==> src/rtl/cursor_input_arbiter.sv <==
// Per-frame arbiter between mouse displacement and keyboard keys for the cursor motion datapath.
// Picks one owner per frame and emits a registered, saturated signed step per axis.
module cursor_input_arbiter #(
    parameter int unsigned DEADZONE     = 3,
    parameter int unsigned SHIFT        = 1,
    parameter int unsigned MAX_STEP     = 8,
    parameter int unsigned HOLD_FRAMES  = 15,
    parameter int unsigned ACCEL_FRAMES = 8,
    parameter logic [7:0]  KEY_LEFT     = 8'h04,
    parameter logic [7:0]  KEY_RIGHT    = 8'h07,
    parameter logic [7:0]  KEY_UP       = 8'h1A,
    parameter logic [7:0]  KEY_DOWN     = 8'h16
) (
    input  logic       frame_clk,
    input  logic       Reset,
    input  logic [7:0] keycode,
    input  logic [7:0] x_disp,
    input  logic [7:0] y_disp,
    input  logic       disp_valid,
    output logic [9:0] motion_x,
    output logic [9:0] motion_y,
    output logic       motion_valid,
    output logic [1:0] owner
);

    localparam int unsigned StepW  = $clog2(MAX_STEP + 1);
    localparam int unsigned AccelW = $clog2(ACCEL_FRAMES + 1);
    localparam int unsigned HoldW  = $clog2(HOLD_FRAMES + 1);

    typedef enum logic [1:0] {
        StIdle  = 2'b00,
        StMouse = 2'b01,
        StKey   = 2'b10
    } state_e;

    state_e              state_q, state_d;
    logic [HoldW-1:0]    hold_q, hold_d, hold_inc;
    logic [AccelW-1:0]   accel_cnt_q, accel_cnt_d, cnt_inc;
    logic [StepW-1:0]    key_step_q, key_step_d, step_now;
    logic [StepW:0]      step_grow;
    logic [7:0]          key_prev_q, key_prev_d;
    logic [9:0]          motion_x_q, motion_x_d;
    logic [9:0]          motion_y_q, motion_y_d;
    logic                motion_valid_q, motion_valid_d;

    logic [9:0]          mouse_x, mouse_y;
    logic                mouse_act;
    logic                key_req, same_key;
    logic [9:0]          key_step10, key_x, key_y;

    // Magnitude is taken in 9 bits so -128 survives; shifting the magnitude rounds toward zero.
    function automatic logic [9:0] mouse_axis(input logic [7:0] d, input logic valid);
        logic [8:0] ext;
        logic [8:0] mag;
        logic [8:0] shifted;
        logic [8:0] sat;
        ext     = {d[7], d};
        mag     = ext[8] ? (~ext + 9'd1) : ext;
        shifted = mag >> SHIFT;
        sat     = (shifted > 9'(MAX_STEP)) ? 9'(MAX_STEP) : shifted;
        if (!valid || (mag < 9'(DEADZONE))) begin
            return 10'd0;
        end
        return ext[8] ? (~{1'b0, sat} + 10'd1) : {1'b0, sat};
    endfunction

    always_comb begin
        mouse_x   = mouse_axis(x_disp, disp_valid);
        mouse_y   = mouse_axis(y_disp, disp_valid);
        mouse_act = (mouse_x != 10'd0) || (mouse_y != 10'd0);
    end

    always_comb begin
        key_req = (keycode == KEY_LEFT) || (keycode == KEY_RIGHT) ||
                  (keycode == KEY_UP)   || (keycode == KEY_DOWN);
        same_key = key_req && (keycode == key_prev_q);
        step_now = same_key ? key_step_q : StepW'(1);
        cnt_inc  = (same_key ? accel_cnt_q : AccelW'(0)) + AccelW'(1);
        step_grow = {1'b0, step_now} + (StepW + 1)'(1);
        key_prev_d = keycode;

        if (!key_req) begin
            accel_cnt_d = '0;
            key_step_d  = StepW'(1);
        end else if (cnt_inc == AccelW'(ACCEL_FRAMES)) begin
            accel_cnt_d = '0;
            key_step_d  = (step_grow > (StepW + 1)'(MAX_STEP)) ? StepW'(MAX_STEP)
                                                               : step_grow[StepW-1:0];
        end else begin
            accel_cnt_d = cnt_inc;
            key_step_d  = step_now;
        end

        key_step10 = 10'(step_now);
        key_x = 10'd0;
        key_y = 10'd0;
        if (keycode == KEY_LEFT) begin
            key_x = ~key_step10 + 10'd1;
        end else if (keycode == KEY_RIGHT) begin
            key_x = key_step10;
        end else if (keycode == KEY_UP) begin
            key_y = ~key_step10 + 10'd1;
        end else if (keycode == KEY_DOWN) begin
            key_y = key_step10;
        end
    end

    always_comb begin
        state_d    = state_q;
        hold_d     = hold_q;
        motion_x_d = 10'd0;
        motion_y_d = 10'd0;
        hold_inc   = (hold_q == HoldW'(HOLD_FRAMES)) ? hold_q : hold_q + HoldW'(1);

        case (state_q)
            StIdle: begin
                hold_d = '0;
                if (mouse_act) begin
                    state_d    = StMouse;
                    motion_x_d = mouse_x;
                    motion_y_d = mouse_y;
                end else if (key_req) begin
                    state_d    = StKey;
                    motion_x_d = key_x;
                    motion_y_d = key_y;
                end
            end
            StMouse: begin
                // Release frame outputs 0 even if a requester is active; it is granted next frame.
                if (hold_q >= HoldW'(HOLD_FRAMES)) begin
                    state_d = StIdle;
                    hold_d  = '0;
                end else begin
                    motion_x_d = mouse_x;
                    motion_y_d = mouse_y;
                    hold_d     = mouse_act ? '0 : hold_inc;
                end
            end
            StKey: begin
                if (hold_q >= HoldW'(HOLD_FRAMES)) begin
                    state_d = StIdle;
                    hold_d  = '0;
                end else begin
                    if (key_req) begin
                        motion_x_d = key_x;
                        motion_y_d = key_y;
                    end
                    hold_d = key_req ? '0 : hold_inc;
                end
            end
            default: begin
                state_d = StIdle;
                hold_d  = '0;
            end
        endcase

        motion_valid_d = (motion_x_d != 10'd0) || (motion_y_d != 10'd0);
    end

    always_ff @(posedge frame_clk or posedge Reset) begin
        if (Reset) begin
            state_q        <= StIdle;
            hold_q         <= '0;
            accel_cnt_q    <= '0;
            key_step_q     <= StepW'(1);
            key_prev_q     <= 8'h00;
            motion_x_q     <= 10'd0;
            motion_y_q     <= 10'd0;
            motion_valid_q <= 1'b0;
        end else begin
            state_q        <= state_d;
            hold_q         <= hold_d;
            accel_cnt_q    <= accel_cnt_d;
            key_step_q     <= key_step_d;
            key_prev_q     <= key_prev_d;
            motion_x_q     <= motion_x_d;
            motion_y_q     <= motion_y_d;
            motion_valid_q <= motion_valid_d;
        end
    end

    assign motion_x     = motion_x_q;
    assign motion_y     = motion_y_q;
    assign motion_valid = motion_valid_q;
    assign owner        = state_q;

endmodule

==> config.mk <==
export PLATFORM = sky130hd
export DESIGN_NAME = cursor_input_arbiter
export DESIGN_NICKNAME = d
export VERILOG_FILES = /design/src/rtl/cursor_input_arbiter.sv
export SDC_FILE = /design/constraint.sdc
export NUM_CORES = 1
export LEC_CHECK = 0
export ABC_AREA = 1
export CORE_MARGIN = 2
export CORE_UTILIZATION = 54
export DETAILED_ROUTE_END_ITERATION = 16
export GPL_ROUTABILITY_DRIVEN = 0
export GPL_TIMING_DRIVEN = 1
export PLACE_DENSITY = 0.78
export RECOVER_POWER = 25
export SYNTH_ARGS = -nofsm -noshare
export SYNTH_HDL_FRONTEND = slang
export SYNTH_SLANG_ARGS = --single-unit
==> constraint.sdc <==
create_clock -name frame_clk -period 2.3 [get_ports frame_clk]
set_input_delay 0.23 -clock frame_clk [delete_from_list [all_inputs] [get_ports frame_clk]]
set_output_delay 0.23 -clock frame_clk [all_outputs]
set_load 0.01 [all_outputs]
=== After elaboration in Yosys (flattened, before gate mapping) ===
Index checks and enable logic that the tools add are counted.

* Bits in registers: 43
* Input port bits: 27
* Output and inout bits: 23

* Mux-type cells: 45
* $add $sub $neg: 8
* Order comparisons: 6
* Bitwise operators: 5
* Eq/ne operators: 11
* Reductions and logical operators: 16

{| class="wikitable"
|+ Operator list
! cell !! number
|-
| $mux W10 || 18
|-
| $pmux W10 S3 || 2
|-
| $mux W4 || 14
|-
| $reduce_bool A10 Y1 || 4
|-
| $add A10 B1 Y10 const B || 3
|-
| $not A8 Y10 || 2
|-
| $add A9 B1 Y9 const B || 2
|-
| $lt A9 B2 Y1 const B || 2
|-
| $mux W9 || 2
|-
| $not A9 Y9 || 2
|-
| $eq A8 B3 Y1 const B || 2
|-
| $eq A8 B5 Y1 const B || 2
|-
| $gt A8 B4 Y1 const B || 2
|-
| $mux W8 || 2
|-
| $not A4 Y10 || 1
|-
| $add A4 B1 Y4 const B || 2
|-
| $eq A4 B4 Y1 const B || 2
|-
| $eq A8 B8 Y1 || 1
|-
| $pmux W4 S2 || 1
|-
| $logic_or A1 B1 Y1 || 7
|-
| $mux W2 || 3
|-
| $add A4 B1 Y5 const B || 1
|-
| $gt A5 B4 Y1 const B || 1
|-
| $ge A4 B4 Y1 const B || 1
|-
| other kinds (11) || 12
|}

=== Depth between registers and ports, before layout ===
* Depth after elaboration: 16
* Depth in mapped cells: 20

=== Least setup slack after synthesis ===
No wires, ideal clock.

* Kind: input-to-reg
* From: input y_disp[0]
* To: register motion_valid_q (netlist: motion_valid)
* Cell stages on the path: 18
* Slack: 0.117 ns
* Path buffers: 0
* Arrival: 2.058 ns
* Data required time: 2.175 ns
* Path through: inv_1 -> ha_1 -> nand2_1 -> nand2_1 -> xor2_1 -> nand2_1 -> or2_2 -> ha_1 -> nor2_1 -> nand3_1 -> nand2_1 -> a21oi_1 -> nand2_1 -> nand2_1 -> nand2_1 -> nand2_1 -> nor2_1 -> nand3_1

* Longest elaborated chain between the ends: 15
* Elaborated cells on any way between the ends: 22

{| class="wikitable"
|+ Ends and longest elaborated chain
! item !! line !! RTL
|-
| start: declaration || 18 || <nowiki>input logic [7:0] y_disp,</nowiki>
|-
| $not A9 Y9 || 58 || <nowiki>mag = ext[8] ? (~ext + 9'd1) : ext;</nowiki>
|-
| $add A9 B1 Y9 || 58 ||
|-
| $mux W9 (*) || 58 ||
|-
| $gt A8 B4 Y1 || 60 || <nowiki>sat = (shifted > 9'(MAX_STEP)) ? 9'(MAX_STEP) : shifted;</nowiki>
|-
| $mux W8 || 60 ||
|-
| $not A8 Y10 || 64 || <nowiki>return ext[8] ? (~{1'b0, sat} + 10'd1) : {1'b0, sat};</nowiki>
|-
| $add A10 B1 Y10 || 64 ||
|-
| $mux W10 || 64 ||
|-
| $mux W10 (*) || 64 ||
|-
| $reduce_bool A10 Y1 || 70 || <nowiki>mouse_act = (mouse_x != 10'd0) || (mouse_y != 10'd0);</nowiki>
|-
| $logic_or A1 B1 Y1 || 70 ||
|-
| $mux W10 || 118 || <nowiki>if (mouse_act) begin</nowiki>
|-
| $pmux W10 S3 || 115 || <nowiki>case (state_q)</nowiki>
|-
| $reduce_bool A10 Y1 || 157 || <nowiki>motion_valid_d = (motion_x_d != 10'd0) || (motion_y_d != 10'd0);</nowiki>
|-
| $logic_or A1 B1 Y1 (*) || 157 ||
|-
| via motion_valid_d || 44 || <nowiki>logic motion_valid_q, motion_valid_d;</nowiki>
|-
| end signal: assignment || 178 || <nowiki>motion_valid_q <= motion_valid_d;</nowiki>
|-
| end: declaration || 44 ||
|}

Mark *: on every way through the listed nets, which the timed path passes. The rest lies on a longest branch.
A chain may end at the register's enable or synchronous reset.

=== Worst setup path after layout ===
* From: register key_prev_q[3]
* To: register key_step_q[2]

* Longest elaborated chain between the ends: 8
* Elaborated cells on any way between the ends: 11

{| class="wikitable"
|+ Ends and longest elaborated chain
! item !! line !! RTL
|-
| start: declaration || 41 || <nowiki>logic [7:0] key_prev_q, key_prev_d;</nowiki>
|-
| start signal: assignment || 175 || <nowiki>key_prev_q <= key_prev_d;</nowiki>
|-
| $eq A8 B8 Y1 (*) || 76 || <nowiki>same_key = key_req && (keycode == key_prev_q);</nowiki>
|-
| $logic_and A1 B1 Y1 (*) || 76 ||
|-
| $mux W4 || 77 || <nowiki>step_now = same_key ? key_step_q : StepW'(1);</nowiki>
|-
| $add A4 B1 Y5 || 79 || <nowiki>step_grow = {1'b0, step_now} + (StepW + 1)'(1);</nowiki>
|-
| $gt A5 B4 Y1 || 87 || <nowiki>key_step_d = (step_grow > (StepW + 1)'(MAX_STEP)) ? StepW'(MAX_STEP)</nowiki>
|-
| $mux W4 || 87 ||
|-
| $mux W4 (*) || 85 || <nowiki>end else if (cnt_inc == AccelW'(ACCEL_FRAMES)) begin</nowiki>
|-
| $mux W4 (*) || 82 || <nowiki>if (!key_req) begin</nowiki>
|-
| via key_step_d[2] || 39 || <nowiki>logic [StepW-1:0] key_step_q, key_step_d, step_now;</nowiki>
|-
| end signal: assignment || 165 || <nowiki>key_step_q <= StepW'(1);</nowiki>
|-
| end signal: assignment || 174 || <nowiki>key_step_q <= key_step_d;</nowiki>
|-
| end: declaration || 39 ||
|}

Marked as above.

==> flow_metrics.py <==
metrics = {
    "worst_setup_path": {
        "timing.critical_path.from": "key_prev_q[3]",
        "worstReg2RegStart": "key_prev_q[3]",
        "critical_path.cell_chain": "xnor2_1 > nand2_1 > nor2_2 > nand2_2 > nor2_8 > buf_4 > inv_2 > nor2_4 > ha_2 > inv_1 > nor2_2 > inv_1 > or2_4 > nor2_4 > o221ai_2 > a21oi_1",
        "cpMaxStageDelayCell": "dfrtp_1",
        "reg2reg_setup_slack_ps": 10,
        "cp.required_ps": 2530,
        "startpoint_type": "flop",
        "cpPeakStageDelay_ps": 380,
        "cp.arrival_ps": 2510,
        "r2r_end": "key_step_q[2]",
        "worst_r2r_path_depth": 16,
        "type_of_the_worst_setup_path": "reg -> reg",
        "crit_path_max_fanout": 6,
        "crit_path_end_kind": "flop",
    },
    "synthesis": {
        "synth.mux.area_fraction_pct": 0,
        "postSynthRegisterBits": 43,
        "async_sr_flop_fraction_pct": 100,
        "netlist.top_cell.by_area": "dfrtp_1",
        "synthXorXnorAreaFrac_pct": 3.71,
        "combinational_family_with_the_most_area_after_synthesis": "simple AND/OR/NAND/NOR gates",
        "synth_area_sq_mm": 0.00307,
        "synth_largest_type_area_fraction_pct": 34.2,
        "yosysUniqueCellTypes": 38,
        "synth_simple_gate_area_share_pct": 36.4,
        "syn-mean-instance-area_sq_um": 6.90,
        "synth_fa_ha_area_share_pct": 5.71,
        "most_instantiated_flip_flop_cell_in_the_synthesis_netlist": "dfrtp_1",
        "synth.yosys.seq_area_share_pct": 35.1,
        "synth_cells": 445,
        "synth.area.top_cells": "dfrtp_1, nand2_1, inv_1",
        "synth_compound_area_share_pct": 8.15,
        "synthesis_warning_total": 0,
        "mappedNetlistNets": 486,
        "synth_edf_count": 0,
    },
    "sta": {
        "final.min_clock_period_ps": 2290,
        "report.final.hold_viol_count": 0,
        "grt_setup_unrepaired": "true",
        "clock.fmax_mhz": 438,
        "report.final.setup_viol": 0,
        "worst_slew_margin_rel_pct": 31.0,
        "fin_worst_skew_ps": 5.67,
        "tightestPinTransition_ps": 1030,
        "timing_max_transition_violations_final": 0,
        "timing.setup.tns_ps": 0,
        "final.period_utilization_pct": 99.4,
    },
    "finish": {
        "area_grow_syn2layout_pct": 52.1,
        "stdcell_count": 666,
        "post_route_cells_drive_above_1_share_pct": 30.3,
        "nFillCells": 326,
        "most-common-layout-cells": "nand2_1, buf_4, inv_1",
        "antenna_cells_inserted": 0,
        "layout_commonest_cell": "nand2_1",
        "final_nets": 634,
    },
    "grt": {
        "grt_pass1_wl_um": 13200,
        "antenna_violations_before_repair": 0,
        "gr-usage-all-layers_pct": 26.2,
        "grt_max_degree": 44,
        "number_of_global_route_vias_before_repair": 3169,
        "globalRouteOverflowTotal": 0,
    },
    "power_and_ir_drop": {
        "power.switching_mw": 0.939,
        "pwr-share-clk_pct": 17.8,
        "power.share.combinational_pct": 46.5,
        "p_int_mw": 1.70,
        "cellPowerDensity_mw_per_mm2": 565,
        "power.ir.vdd_worst_mv": 0.469,
        "sequential_power_share_pct": 35.7,
        "sw_frac_of_total_pct": 35.6,
        "power_leakage_nw": 2.62,
    },
    "cts": {
        "cts.htree.levels": 2,
        "root_buffer": "clkbuf_8",
        "path_clk_slew_ps": 80,
        "cts_tree": "built",
        "tritoncts.num_buffers": 5,
        "cts-root-to-sink-buffers": 2,
        "clkLatencyLatePin_ps": 300,
        "count_of_clock_tree_sinks": 43,
    },
    "route": {
        "routed_wl_um": 8440,
        "firstDrtPassIters": 6,
        "drt_first_iter_violations": 184,
        "route.vias.total": 3419,
        "drc": 0,
        "detail_route.wl_per_cell_um": 12.7,
        "final_antenna_net_count": 0,
        "post_detailed_route_via_to_cell_ratio": 5.13,
    },
    "floorplanning": {
        "dieHeight_um": 79.4,
        "row_count": 27,
        "die_w_um": 79.4,
        "die_area_sq_mm": 0.00630,
        "initial_utilization_pct": 55.7,
        "fp.coreArea_sq_mm": 0.00551,
        "top_level_ports": 50,
    },
    "worst_hold_path": {
        "min-delay-path-class": "in -> reg",
        "min_to": "key_prev_q[1]",
        "min_delay_path_depth": 1,
        "hold_path_startpoint": "keycode[1]",
    },
    "job": {
        "cap_violations": 0,
    },
    "placed_design": {
        "placed_cells": 643,
        "io_buffer_count": 49,
        "dpl.hpwl_um": 5910,
    },
    "outcome": {
        "run_status": "completed",
    },
}
-- final cells by class --
cell class | instances | area (sq um) | share of cell area [%]
Tap cell | 72 | 90.1 | 1.93
Inverter | 83 | 317 | 6.78
Timing Repair Buffer | 145 | 1220 | 26.2
Multi-Input combinational cell | 315 | 1880 | 40.2
Clock buffer | 6 | 72.6 | 1.55
Sequential cell | 43 | 1080 | 23.1
Clock inverter | 2 | 12.5 | 0.268
-- power groups by stage --
| stage | Combinational (mW) | Clock [mW] | Sequential [mW] |
|---|---|---|---|
| 6_report | 1.23 | 0.469 | 0.941 |
| 5_1_grt | 1.35 | 0.513 | 0.952 |
| 4_1_cts | 1.16 | 0.481 | 0.940 |
| 3_5_place_dp | 1.12 | 0 | 0.955 |
| 3_3_place_gp | 1.09 | 0 | 0.950 |
| 2_1_floorplan | 0.478 | 0 | 1.01 |
-- cells by family after synthesis --
group           after synthesis
simple gates                245
fa+ha+maj                    14
compound gates               43
flops                        43
xor+xnor                     13
buf+inv                      87
-- Yosys cell counts (2+ instances only) --
cell        n
nand4_1     8
o21bai_1    2
nand2_2     9
nand2_4     3
xor2_1      5
o211ai_1    3
or2_1       3
inv_1      79
nand3_1    22
nand2_1   140
nor2_4      4
a21oi_1    15
buf_4       2
nand3b_1    2
o21ai_0    16
xnor2_1     8
inv_2       4
nor3b_1     2
nor3_1      4
nor2_1     41
dfrtp_1    42
buf_1       2
ha_1       14
-- what timing repair did --
action | 4_1_cts | 5_1_grt
cloned | 0 | 0
setup endpoints to repair | 14 | 25
buffers inserted | 6 | 10
resized for setup | 40 | 48
hold endpoints to repair | 0 | 0
hold buffers | 0 | 0
pin swaps | 12 | 29
-- stage by stage --
step / worst slack (ps) / instance area, sq um / power (mW) / utilization [%] / hold slack (ps)
after floorplan: 117 / 3070 / 1.49 / - / 261
after global placement: -446 / 4240 / 2.04 / 76.9 / 446
after detailed placement: -537 / 4240 / 2.08 / 76.9 / 449
after CTS: 4.98 / 4460 / 2.58 / 80.9 / 228
after global routing: -159 / 4670 / 2.81 / 84.8 / 247
final: 14.6 / 4670 / 2.64 / 84.8 / 226
-- state kept, by name, indices dropped and copies added (netlist names) --
signal and flops:
motion_x 10, motion_y 10, key_prev_q 8, accel_cnt_q 4, hold_q 4, key_step_q 4, owner 2, motion_valid 1
-- worst max path at each step --
stage                          to  slack [ps]
CTS                  motion_valid           5
global placement     motion_valid        -450
floorplan            motion_valid         120
detailed placement   motion_valid        -540
finish              key_step_q[2]          10
global route         motion_valid        -160
-- critical path, delay by kind of cell (launching register included) --
| family | cells | cell delay [ps] |
|---|---|---|
| simple gates | 8 | 1020 |
| fa+ha+maj | 1 | 160 |
| flops | 1 | 380 |
| buf+inv | 4 | 280 |
| xor+xnor | 1 | 140 |
| compound gates | 2 | 200 |
-- routing by layer --
metal	wire, um	vias to the layer above	share of wire [%]	global-route usage, %
met5	0	-	0	0
met1	3310	1544	39	30.6
li1	-	1667	-	-
met2	4350	161	51	48.8
met4	354	0	4.2	10.3
met3	423	47	5.0	2.60
(Power assumes the default switching activity.)
